## src/rtl/character_mover.sv

```systemverilog
`default_nettype none
// ============================================================================
// Module   : character_mover
// Brief    : Per-tick character movement controller (walk, jump, fall) fed by
//            the collision detector's obstacle flags and the player buttons.
// Revision : 1.0 - initial release
// ============================================================================
module character_mover #(
    parameter int START_X     = 20,
    parameter int START_Y     = 220,
    parameter int JUMP_HEIGHT = 60,
    parameter int MAX_X       = 380,
    parameter int MAX_Y       = 260
) (
    input  logic       clk,
    input  logic       rst,
    input  logic       game_clock,
    input  logic       play_state,
    input  logic       collision_detect_done,
    input  logic       obs_up,
    input  logic       obs_right,
    input  logic       obs_down,
    input  logic       obs_left,
    input  logic       die,
    input  logic       reach_end,
    input  logic       btn_left,
    input  logic       btn_right,
    input  logic       btn_jump,
    output logic [8:0] character_x,
    output logic [8:0] character_y,
    output logic       airborne,
    output logic       facing_left,
    output logic       moved
);

    localparam logic [1:0] ST_GROUNDED = 2'd0;
    localparam logic [1:0] ST_RISING   = 2'd1;
    localparam logic [1:0] ST_FALLING  = 2'd2;

    localparam logic [8:0] c_start_x     = 9'(START_X);
    localparam logic [8:0] c_start_y     = 9'(START_Y);
    localparam logic [8:0] c_max_x       = 9'(MAX_X);
    localparam logic [8:0] c_max_y       = 9'(MAX_Y);
    localparam logic [7:0] c_jump_height = 8'(JUMP_HEIGHT);

    logic [8:0] r_x;
    logic [8:0] r_y;
    logic [1:0] r_state;
    logic [7:0] r_rise_cnt;
    logic       r_jump_req;
    logic       r_btn_q;
    logic       r_btn_q2;
    logic       r_facing;
    logic       r_moved;

    logic       w_accept;
    logic       w_jump_rise;
    logic       w_go_right;
    logic       w_go_left;
    logic [8:0] w_y_next;
    logic [1:0] w_state_next;
    logic [7:0] w_rise_next;

    assign w_accept    = game_clock & collision_detect_done & play_state & ~die & ~reach_end;
    assign w_jump_rise = r_btn_q & ~r_btn_q2;
    assign w_go_right  = btn_right & ~btn_left & ~obs_right & (r_x < c_max_x);
    assign w_go_left   = btn_left & ~btn_right & ~obs_left & (r_x != 9'd0);

    // Vertical transition for an accepted tick; jump takes priority over walk-off.
    always_comb begin
        w_y_next     = r_y;
        w_state_next = r_state;
        w_rise_next  = r_rise_cnt;
        case (r_state)
            ST_GROUNDED: begin
                if (r_jump_req && !obs_up && (r_y != 9'd0)) begin
                    w_state_next = ST_RISING;
                    w_y_next     = r_y - 9'd1;
                    w_rise_next  = 8'd1;
                end else if (!obs_down && (r_y < c_max_y)) begin
                    w_state_next = ST_FALLING;
                end
            end
            ST_RISING: begin
                if (obs_up || (r_y == 9'd0) || (r_rise_cnt == c_jump_height)) begin
                    w_state_next = ST_FALLING;
                end else begin
                    w_y_next    = r_y - 9'd1;
                    w_rise_next = r_rise_cnt + 8'd1;
                end
            end
            default: begin
                if (obs_down || (r_y >= c_max_y)) begin
                    w_state_next = ST_GROUNDED;
                end else begin
                    w_y_next = r_y + 9'd1;
                end
            end
        endcase
    end

    always_ff @(posedge clk) begin
        if (rst) begin
            r_x        <= c_start_x;
            r_y        <= c_start_y;
            r_state    <= ST_FALLING;
            r_rise_cnt <= 8'd0;
            r_facing   <= 1'b0;
            r_moved    <= 1'b0;
        end else if (!play_state) begin
            r_x        <= c_start_x;
            r_y        <= c_start_y;
            r_state    <= ST_FALLING;
            r_rise_cnt <= 8'd0;
            r_moved    <= 1'b0;
        end else begin
            r_moved <= w_accept;
            if (w_accept) begin
                if (w_go_right) begin
                    r_x      <= r_x + 9'd1;
                    r_facing <= 1'b0;
                end else if (w_go_left) begin
                    r_x      <= r_x - 9'd1;
                    r_facing <= 1'b1;
                end
                r_y        <= w_y_next;
                r_state    <= w_state_next;
                r_rise_cnt <= w_rise_next;
            end
        end
    end

    // A fresh edge wins over the tick clear so a press coinciding with a tick
    // is still served by the following tick.
    always_ff @(posedge clk) begin
        if (rst) begin
            r_btn_q    <= 1'b0;
            r_btn_q2   <= 1'b0;
            r_jump_req <= 1'b0;
        end else begin
            r_btn_q  <= btn_jump;
            r_btn_q2 <= r_btn_q;
            if (!play_state) begin
                r_jump_req <= 1'b0;
            end else if (w_jump_rise) begin
                r_jump_req <= 1'b1;
            end else if (w_accept) begin
                r_jump_req <= 1'b0;
            end
        end
    end

    assign character_x = r_x;
    assign character_y = r_y;
    assign airborne    = (r_state != ST_GROUNDED);
    assign facing_left = r_facing;
    assign moved       = r_moved;

endmodule
`default_nettype wire
```

## config.mk

```make
export PLATFORM = sky130hd
export DESIGN_NAME = character_mover
export DESIGN_NICKNAME = d
export VERILOG_FILES = /design/src/rtl/character_mover.sv
export SDC_FILE = /design/constraint.sdc
export NUM_CORES = 1
export LEC_CHECK = 0
export BUFFER_PORTS_ARGS = -buffer_cell sky130_fd_sc_hd__buf_2
export CAP_MARGIN = 20
export CELL_PAD_IN_SITES_DETAIL_PLACEMENT = 2
export CELL_PAD_IN_SITES_GLOBAL_PLACEMENT = 2
export CORE_UTILIZATION = 36
export CTS_CLUSTER_DIAMETER = 60
export DETAILED_ROUTE_END_ITERATION = 7
export GPL_ROUTABILITY_DRIVEN = 0
export PLACE_DENSITY_LB_ADDON = 0.1
export SLEW_MARGIN = 20
export SYNTH_ARGS = -nofsm -noshare
export SYNTH_HDL_FRONTEND = slang
export SYNTH_SLANG_ARGS = --single-unit
```

## constraint.sdc

```tcl
create_clock -name clk -period 6.3 [get_ports clk]
set_clock_uncertainty 0.2 [all_clocks]
set_input_delay 1.26 -clock clk [delete_from_list [all_inputs] [get_ports clk]]
set_output_delay 1.26 -clock clk [all_outputs]
set_load 0.01 [all_outputs]
```

* After elaboration in Yosys (flattened, before gate mapping)
Index checks and enable logic that the tools add are counted.
Storage, ports and cells: bits of input ports 14, bits in registers 33, logic and storage cells 84
Operators by class: eq/ne operators 7, multiplexer cells 18, reductions and logical operators 23, bitwise operators 19, order comparisons 3, $add $sub $neg 5
Operator list (number):
- $mux W9 | 5
- $add A9 B1 Y9 const B | 2
- $lt A9 B9 Y1 const B | 2
- $pmux W9 S2 | 1
- $reduce_bool A9 Y1 | 2
- $sub A9 B1 Y9 const B | 2
- $mux W8 | 2
- $pmux W8 S2 | 1
- $reduce_and A4 Y1 | 3
- $and A1 B1 Y1 | 11
- $ge A9 B9 Y1 const B | 1
- $logic_not A9 Y1 | 1
- $add A8 B1 Y8 const B | 1
- $eq A8 B6 Y1 const B | 1
- $mux W2 | 4
- $not A1 Y1 | 8
- $reduce_bool A2 Y1 | 4
- $ne A2 B2 Y1 const B | 3
- $mux W1 | 4
- $pmux W2 S2 | 1
- $logic_and A1 B1 Y1 | 3
- $logic_or A1 B1 Y1 | 3
- $ne A3 B1 Y1 const B | 1
- $ne A3 B3 Y1 const B | 1
- other kinds (7) | 8

* Longest topological paths before layout
Gate-level depths: netlist (run 1).
depth in word-level cells 6, depth in mapped cells 9, gate-level depth less buffers 9

* Worst setup path before layout (run 1)
OpenSTA, ideal clock, no wires.
path kind input-to-reg, start input port btn_left, end register r_x[8] (netlist: character_x[8]), stages on the path 9, data arrival time 3.726 ns, buffers on the path 0, library setup time 0.072 ns, setup slack 2.302 ns, cells stage by stage or3b_2 > a211oi_1 > nor2_1 > fa_1 > a21oi_1 > o2111ai_1 > o211ai_1 > mux2i_1 > mux2i_1
On the way: cells in the longest elaborated chain, start to end 6, elaborated cells between the ends (all ways) 10
Ends and longest elaborated chain:
- start: declaration | RTL line 26 | input logic btn_left,
- $not A1 Y1 | RTL line 66 | assign w_go_right = btn_right & ~btn_left & ~obs_right & (r_x < c_max_x);
- $and A1 B1 Y1 (3 in a row) | RTL line 66
- $reduce_bool A2 Y1 (no source line)
- $reduce_and A2 Y1 (no source line)
- end signal: assignment | RTL line 104 | r_x <= c_start_x;
- end signal: assignment | RTL line 111 | r_x <= c_start_x;
- end signal: assignment | RTL line 120 | r_x <= r_x + 9'd1;
- end: declaration | RTL line 46 | logic [8:0] r_x;
Several ways; a longest one is shown, not always the timed one. A chain may end at the register's enable or synchronous reset.

* Worst setup path after layout (run 1)
Same ends and word-level chain as after synthesis.

==> results by group, run 1 <==
STA
  – Tmin final: 4.13 ns
  – RSZ-0062 raised after global routing: false
  – Final Hold Fails: 0
  – TNS Setup: 0 ns
  – Final-report setup violation count: 0
  – Slew HR: 0.468
  – Achievable Freq: 0.242 GHz
  – Final worst-path cycle share: 0.656
  – Slew @ Worst Pin: 0.797 ns
  – Slew Limit Fails: 0

Die
  – Die footprint: 0.00662 sq mm
  – Row cnt: 28
  – Die H: 81.4 microns
  – Die X: 81.4 microns
  – Initial core utilization: 0.379
  – Core box area: 0.00599 sq mm
  – Ports: 35

Clock tree
  – CTS Root Cell: clkbuf_8
  – Bufs on Longest Clock Path: 2
  – Setup bufs post-CTS: 0
  – Post-CTS Hold Buffers: 0
  – CTS clk-pin slew, worst paths: 0.08 ns
  – Clk sinks: 33
  – Post-CTS resize count: 0
  – Worst skew pair latency: ~0.3 ns
  – Number of buffers created by CTS: 5
  – CTS tree: built
  – # H-tree levels: 2

Place
  – Number of port buffers: 34
  – DP Area: around 0.0025 sq mm
  – DP HPWL: between 5000 and 6000 microns

Yosys
  – Syn Inst Count: 270
  – Synth cell types: 45
  – Syn_nets: 302
  – Area share of the leading cell type in the synthesized netlist: 0.291
  – Synth area leader: dfxtp_1
  – Mux contribution to synthesized area: 0.0574
  – Flops & latches, synth: 33
  – Synth top area cells: dfxtp_1 (29%), ha_1 (8.8%), mux2i_1 (5.7%)
  – XOR/XNOR Fraction of Synth Area: 0.0502
  – Largest family of logic cells by synthesized area: simple AND/OR/NAND/NOR gates
  – YS warnings: 0
  – Ys async rst share: 0
  – Main flop type after synthesis: dfxtp_1
  – Number of enable flip-flop cells after synthesis: 0
  – Register area share after synthesis: 0.291
  – Adder-cell share of the synthesized area: 0.106
  – Synth Area in Compound Gates: 0.225
  – Average size of a mapped cell: approximately 8.4 sq um
  – Synth Cell Area: 0.00227 sq mm
  – Simple-gate share of the synthesized area: 0.233

Worst setup path
  – Top cell by count, worst path: mux2i_1
  – Slowest cell on the critical path: a211oi_1
  – Nature of the critical path endpoint: flop
  – Cell family with most CP delay: compound AO/OA/AOI/OAI gates
  – CP cell instances: buf_2 > or3b_2 > a211oi_1 > nor2_1 > fa_1 > a21oi_1 > o2111ai_1 > o211ai_1 > mux2i_1 > mux2i_1
  – Kind of critical path: in2reg
  – Startpoint Class: input pin
  – Crit path DAT: 4.16 ns
  – WP data required: around 6.3 ns
  – Max incr delay on CP: 0.48 ns
  – Crit-path max FO: 9
  – Buf/Inv on CP: 1

Power
  – Sw power: 121 uW
  – Seq pwr share: 0.495
  – Peak VDD IR: 0.0767 mV
  – Switching part of the total: 0.284
  – PwrDens: 163 mW/mm^2
  – Standby leakage power: 0.00105 uW
  – Int Pwr: 305 uW
  – Combinational power share: 0.110
  – Clock power frac: 0.395

Routing
  – Via-per-instance ratio: 5.88
  – Post-detailed-route wirelength per cell: roughly 19 microns
  – DR DRC count: 0
  – DR vias: 2,245
  – Detailed Routing Iterations Pass 1: 4
  – Drt initial violations: 69
  – Detail Route Antenna Nets: 0
  – Final WL: 7170 microns

Global routing
  – GRT overflow: 0
  – Initial antenna violation count: 0
  – Gr usage total: 0.235
  – First-pass GRT wire length: 11,700 microns
  – Vias in the first global route: 2,268
  – Pin count of the biggest net entering global routing: 18

Finish
  – Layout cell share with drive strength beyond 1: 0.173
  – Design Area, Final: 0.00261 sq mm
  – Number of antenna diodes: 0
  – Area growth syn-to-layout: 15.1%
  – Util after Layout: 0.436
  – # nets final: around 340

Run
  – Max cap viols: 0

Hold path
  – Hold Crit Class: reg2reg

Outcome
  – Status: completed
## layer usage
metal	global-route usage	up-vias	share of wire
met5	0	-	0
met3	0.0303	5	0.021
met4	0.0482	0	0.0077
met1	0.315	1122	0.48
met2	0.399	31	0.49
li1	-	1087	-
## power by group through the flow
stage	Clock (uW)	Combinational [uW]	Sequential, uW
2_1_floorplan	0	31.2	215
3_3_place_gp	0	44.7	216
3_5_place_dp	0	47.1	216
4_1_cts	173	47.4	211
5_1_grt	180	53.3	211
6_report	168	46.9	211
## kinds of logic (layout without fill, tap and decap cells)
kind of cell / after synthesis / in the layout
fa+ha+maj: 18 / 18
compound gates: 73 / 73
flops: 33 / 33
buf+inv: 21 / 58
xor+xnor: 13 / 13
simple gates: 99 / 99
mux: 13 / 13
## cell type report
cell class | count | area (sq um)
inverter | 14 | 52.6
sequential | 33 | 661
multi-input combinational | 216 | 1530
tap | 75 | 93.8
fill | 706 | 3380
timing repair buffer | 36 | 185
clock inverter | 3 | 17.5
clock buffer | 5 | 68.8
## worst paths after layout
check	from	endpoint	slack, ns	cells after the start
worst max-delay path	btn_left	character_x[8]$_SDFFE_PP0P_	2.17	10
worst min-delay path	r_btn_q$_SDFF_PP0_	r_btn_q2$_SDFF_PP0_	0.26	1
worst max register to register	character_x[6]$_SDFFE_PP0P_	character_x[8]$_SDFFE_PP0P_	3.12	9
worst min register to register	r_btn_q$_SDFF_PP0_	r_btn_q2$_SDFF_PP0_	0.26	1
## placed cells by master (no fill, tap or decap), types with 2 or more instances in the layout
master and n:
o21bai_1 4, nor4_1 4, or3b_2 2, a21oi_1 15
o2111ai_1 7, buf_2 34, a211oi_1 4, ha_1 16
nand3_1 16, and3_1 2, nand4_1 6, xor2_1 8
clkinv_2 2, nor3_1 8, o21ai_0 14, a211o_1 2
fa_1 2, nor2b_1 4, dfxtp_1 33, a31oi_1 3
mux2i_1 13, o211ai_1 11, a21o_1 2, or3_1 3
buf_4 2, and4_1 5, nand2b_1 8, o31ai_1 2
xnor2_1 5, o311ai_0 2, clkbuf_8 5, nor2_1 18
inv_1 14, nand2_1 18
## cells in the mapped netlist, drive strengths merged, types with 9 or more instances
master and instances:
nand2 18, ha 16, nand3 16, nor3 9, o211ai 11, mux2i 13
o21ai 14, a21oi 15, nor2 18, inv 14, dfxtp 33
## stage by stage
stage	setup slack, ns	cells	hold WS [ns]	total power, uW
floorplan	2.30	270	0.230	247
global route	1.96	382	0.288	444
CTS	2.18	382	0.266	431
global placement	2.00	374	0.240	260
finish	2.17	382	0.264	426
detailed placement	1.89	374	0.250	263
## registers in the layout, summed over array words and instances (netlist names)
| name | cells |
|---|---|
| moved | 1 |
| r_btn_q2 | 1 |
| r_jump_req | 1 |
| r_btn_q | 1 |
| character_y | 9 |
| character_x | 9 |
| r_rise_cnt | 8 |
| r_state | 2 |
| facing_left | 1 |
Power figures use the tool's default switching activity.
==> run 2, diff against run 1 <==
--- a/config.mk
+++ b/config.mk
@@ -5,11 +5,12 @@
 export SDC_FILE = /design/constraint.sdc
 export NUM_CORES = 1
 export LEC_CHECK = 0
+export ABC_AREA = 1
 export BUFFER_PORTS_ARGS = -buffer_cell sky130_fd_sc_hd__buf_2
 export CAP_MARGIN = 20
 export CELL_PAD_IN_SITES_DETAIL_PLACEMENT = 2
 export CELL_PAD_IN_SITES_GLOBAL_PLACEMENT = 2
-export CORE_UTILIZATION = 36
+export CORE_UTILIZATION = 28
 export CTS_CLUSTER_DIAMETER = 60
 export DETAILED_ROUTE_END_ITERATION = 7
 export GPL_ROUTABILITY_DRIVEN = 0
==> constraint.sdc (replaced) <==
create_clock -name clk -period 3.6 [get_ports clk]
set_clock_uncertainty 0.2 [all_clocks]
set_input_delay 0.72 -clock clk [delete_from_list [all_inputs] [get_ports clk]]
set_output_delay 0.72 -clock clk [all_outputs]
set_load 0.01 [all_outputs]
==> run 2 against run 1 <==
Compared with the run above:
- clock power grew 69%
- largest power group unchanged
- synthesized area is 1.3% higher
- core utilization shrank 10 points
==> results by group, run 2 <==
Worst setup path
  – Cell family with most CP delay: simple AND/OR/NAND/NOR gates
  – Kind of critical path: in2reg
  – Slowest cell on the critical path: ha_1
  – Max incr delay on CP: between 0.4 and 0.5 ns
  – Startpoint Class: input pin
  – Nature of the critical path endpoint: flop
  – WP data required: 3.63 ns
  – Crit path DAT: between 2 and 3 ns
  – Buf/Inv on CP: 3
  – CP cell instances: buf_2 > inv_1 > nand2_1 > nor2_1 > nand3_1 > ha_1 > a21oi_1 > nand2_1 > a21oi_1 > inv_1 > nand2_1 > nand3_1 > nand2_1 > nand2_1 > nor2_1
  – Crit-path max FO: 9
  – Top cell by count, worst path: nand2_1

Yosys
  – Main flop type after synthesis: dfxtp_1
  – Average size of a mapped cell: 6.97 sq um
  – Flops & latches, synth: 33
  – Synth Cell Area: 0.00230 sq mm
  – Register area share after synthesis: 0.287
  – Syn_nets: ~360
  – Synth cell types: 33
  – Most common cell in the netlist: nand2_1
  – Number of enable flip-flop cells after synthesis: 0
  – Area share of the leading cell type in the synthesized netlist: 0.287
  – Most frequent cells after synthesis: nand2_1 (66), nand3_1 (38), inv_1 (36), nor2_1 (35), dfxtp_1 (33)
  – Ys async rst share: 0
  – Synth area leader: dfxtp_1
  – Synth top area cells: dfxtp_1 (29%), nand2_1 (11%), ha_1 (8.7%)
  – Syn Inst Count: 330
  – YS warnings: 0

Finish
  – Area growth syn-to-layout: 14.7%
  – Commonest non-fill, non-tap cell in the layout: nand2_1
  – # nets final: 397
  – Layout cell share with drive strength beyond 1: 0.148
  – Commonest non-fill, non-tap cells in the layout: nand2_1 (66), nand3_1 (38), inv_1 (36)
  – Layout fillers: ~1,000
  – Util after Layout: 0.336
  – Number of antenna diodes: 0

Outcome
  – Status: completed

STA
  – TNS Setup: 0 ns
  – Final-report setup violation count: 0
  – Slew Limit Fails: 0
  – Final Hold Fails: 0
  – Achievable Freq: ~0.34 GHz
  – Tmin final: 2.91 ns
  – Slew HR: 0.538
  – Slew @ Worst Pin: between 0.6 and 0.7 ns
  – RSZ-0062 raised after global routing: false
  – Final worst-path cycle share: 0.809

Power
  – Standby leakage power: 0.00117 uW
  – Total power draw: just over 700 uW
  – Peak VDD IR: approximately 0.12 mV
  – PwrDens: ~270 mW/mm^2

Global routing
  – Gr usage total: 0.172
  – Pin count of the biggest net entering global routing: 21
  – First-pass GRT wire length: about 12,000 microns
  – Initial antenna violation count: 0
  – GRT overflow: 0
  – Vias in the first global route: 2,372

Die
  – Die footprint: approximately 0.0086 sq mm
  – Core box area: between 0.007 and 0.008 sq mm
  – Ports: 35
  – Die H: 92.6 microns
  – Initial core utilization: 0.293
  – Die X: 92.6 microns
  – Row cnt: 32

Clock tree
  – Post-CTS Hold Buffers: 0
  – Worst skew pair latency: just under 0.3 ns
  – CTS clk-pin slew, worst paths: roughly 0.070 ns
  – Clk sinks: 33
  – # H-tree levels: 2
  – CTS Root Cell: clkbuf_8
  – Bufs on Longest Clock Path: 2
  – Setup bufs post-CTS: 0
  – Post-CTS resize count: 0
  – Number of buffers created by CTS: 5
  – CTS tree: built

Routing
  – Post-detailed-route wirelength per cell: 14.4 microns
  – Detailed Routing Iterations Pass 1: 4
  – Final WL: 6760 microns
  – Drt initial violations: 38
  – DR vias: 2,278
  – Detail Route Antenna Nets: 0
  – DR DRC count: 0
  – Via-per-instance ratio: 4.87

Run
  – Max cap viols: 0

Hold path
  – Hold Crit Class: reg2reg

Place
  – DP HPWL: approximately 5300 microns
  – Number of port buffers: 34
## run 2: cell type report
class / count / area (sq um) / share of cell area
Clock buffer: 7 / 76.3 / 0.0290
Tap cell: 102 / 128 / 0.0484
Inverter: 38 / 143 / 0.0541
Multi-Input combinational cell: 253 / 1450 / 0.551
Timing Repair Buffer: 34 / 170 / 0.0645
Clock inverter: 1 / 7.51 / 0.00285
Sequential cell: 33 / 661 / 0.251
## run 2: through the flow
step / setup slack (ns) / instances / area (sq um) / hold slack [ns]
6_report: 0.687 / 468 / 2640 / 0.243
5_1_grt: 0.381 / 468 / 2640 / 0.276
4_1_cts: 0.697 / 468 / 2640 / 0.242
3_5_place_dp: 0.399 / 460 / 2550 / 0.228
3_3_place_gp: 0.485 / 460 / 2550 / 0.231
2_1_floorplan: 0.953 / 330 / 2300 / 0.210
## run 2: where the power goes
group | leakage, uW | switching, uW | total [uW] | internal [uW]
Combinational | 0.000865 | 42.7 | 67.2 | 24.4
Clock | 0.0000385 | 147 | 284 | 137
Sequential | 0.000267 | 1.60 | 369 | 367
Total | 0.00117 | 191 | 720 | 529
## run 2: cell families after synthesis
group / synth area share
XOR/XNOR: 0.0648
buffers and inverters: 0.0811
flip-flops: 0.287
AO/OA/AOI/OAI: 0.142
adder cells (fa/ha/maj): 0.105
AND/OR/NAND/NOR: 0.320
## run 2: worst reg2reg max path, cell delays in order, from the launching register on
cell	delay, ns
dfxtp_1	0.38
inv_1	0.09
nor3_1	0.25
nand2_1	0.11
nand3_1	0.34
ha_1	0.37
a21oi_1	0.16
nand2_1	0.12
a21oi_1	0.24
inv_1	0.07
nand2_1	0.06
nand3_1	0.10
nand2_1	0.08
nand2_1	0.04
nor2_1	0.10
## run 2: metal layers
metal / up-vias / GRT usage / part of all wire
li1: 1153 / - / -
met1: 1097 / 0.215 / 0.47
met2: 23 / 0.301 / 0.50
met3: 5 / 0.0296 / 0.022
met4: 0 / 0.0508 / 0.011
met5: - / 0 / 0
## run 2: final timing paths
check | end | slack [ns] | from | cells after the start
max | character_x[8]$_SDFFE_PP0P_ | 0.69 | btn_left | 15
min | r_btn_q2$_SDFF_PP0_ | 0.24 | r_btn_q$_SDFF_PP0_ | 2
max reg2reg | character_x[8]$_SDFFE_PP0P_ | 0.83 | character_x[8]$_SDFFE_PP0P_ | 14
min reg2reg | r_btn_q2$_SDFF_PP0_ | 0.24 | r_btn_q$_SDFF_PP0_ | 2
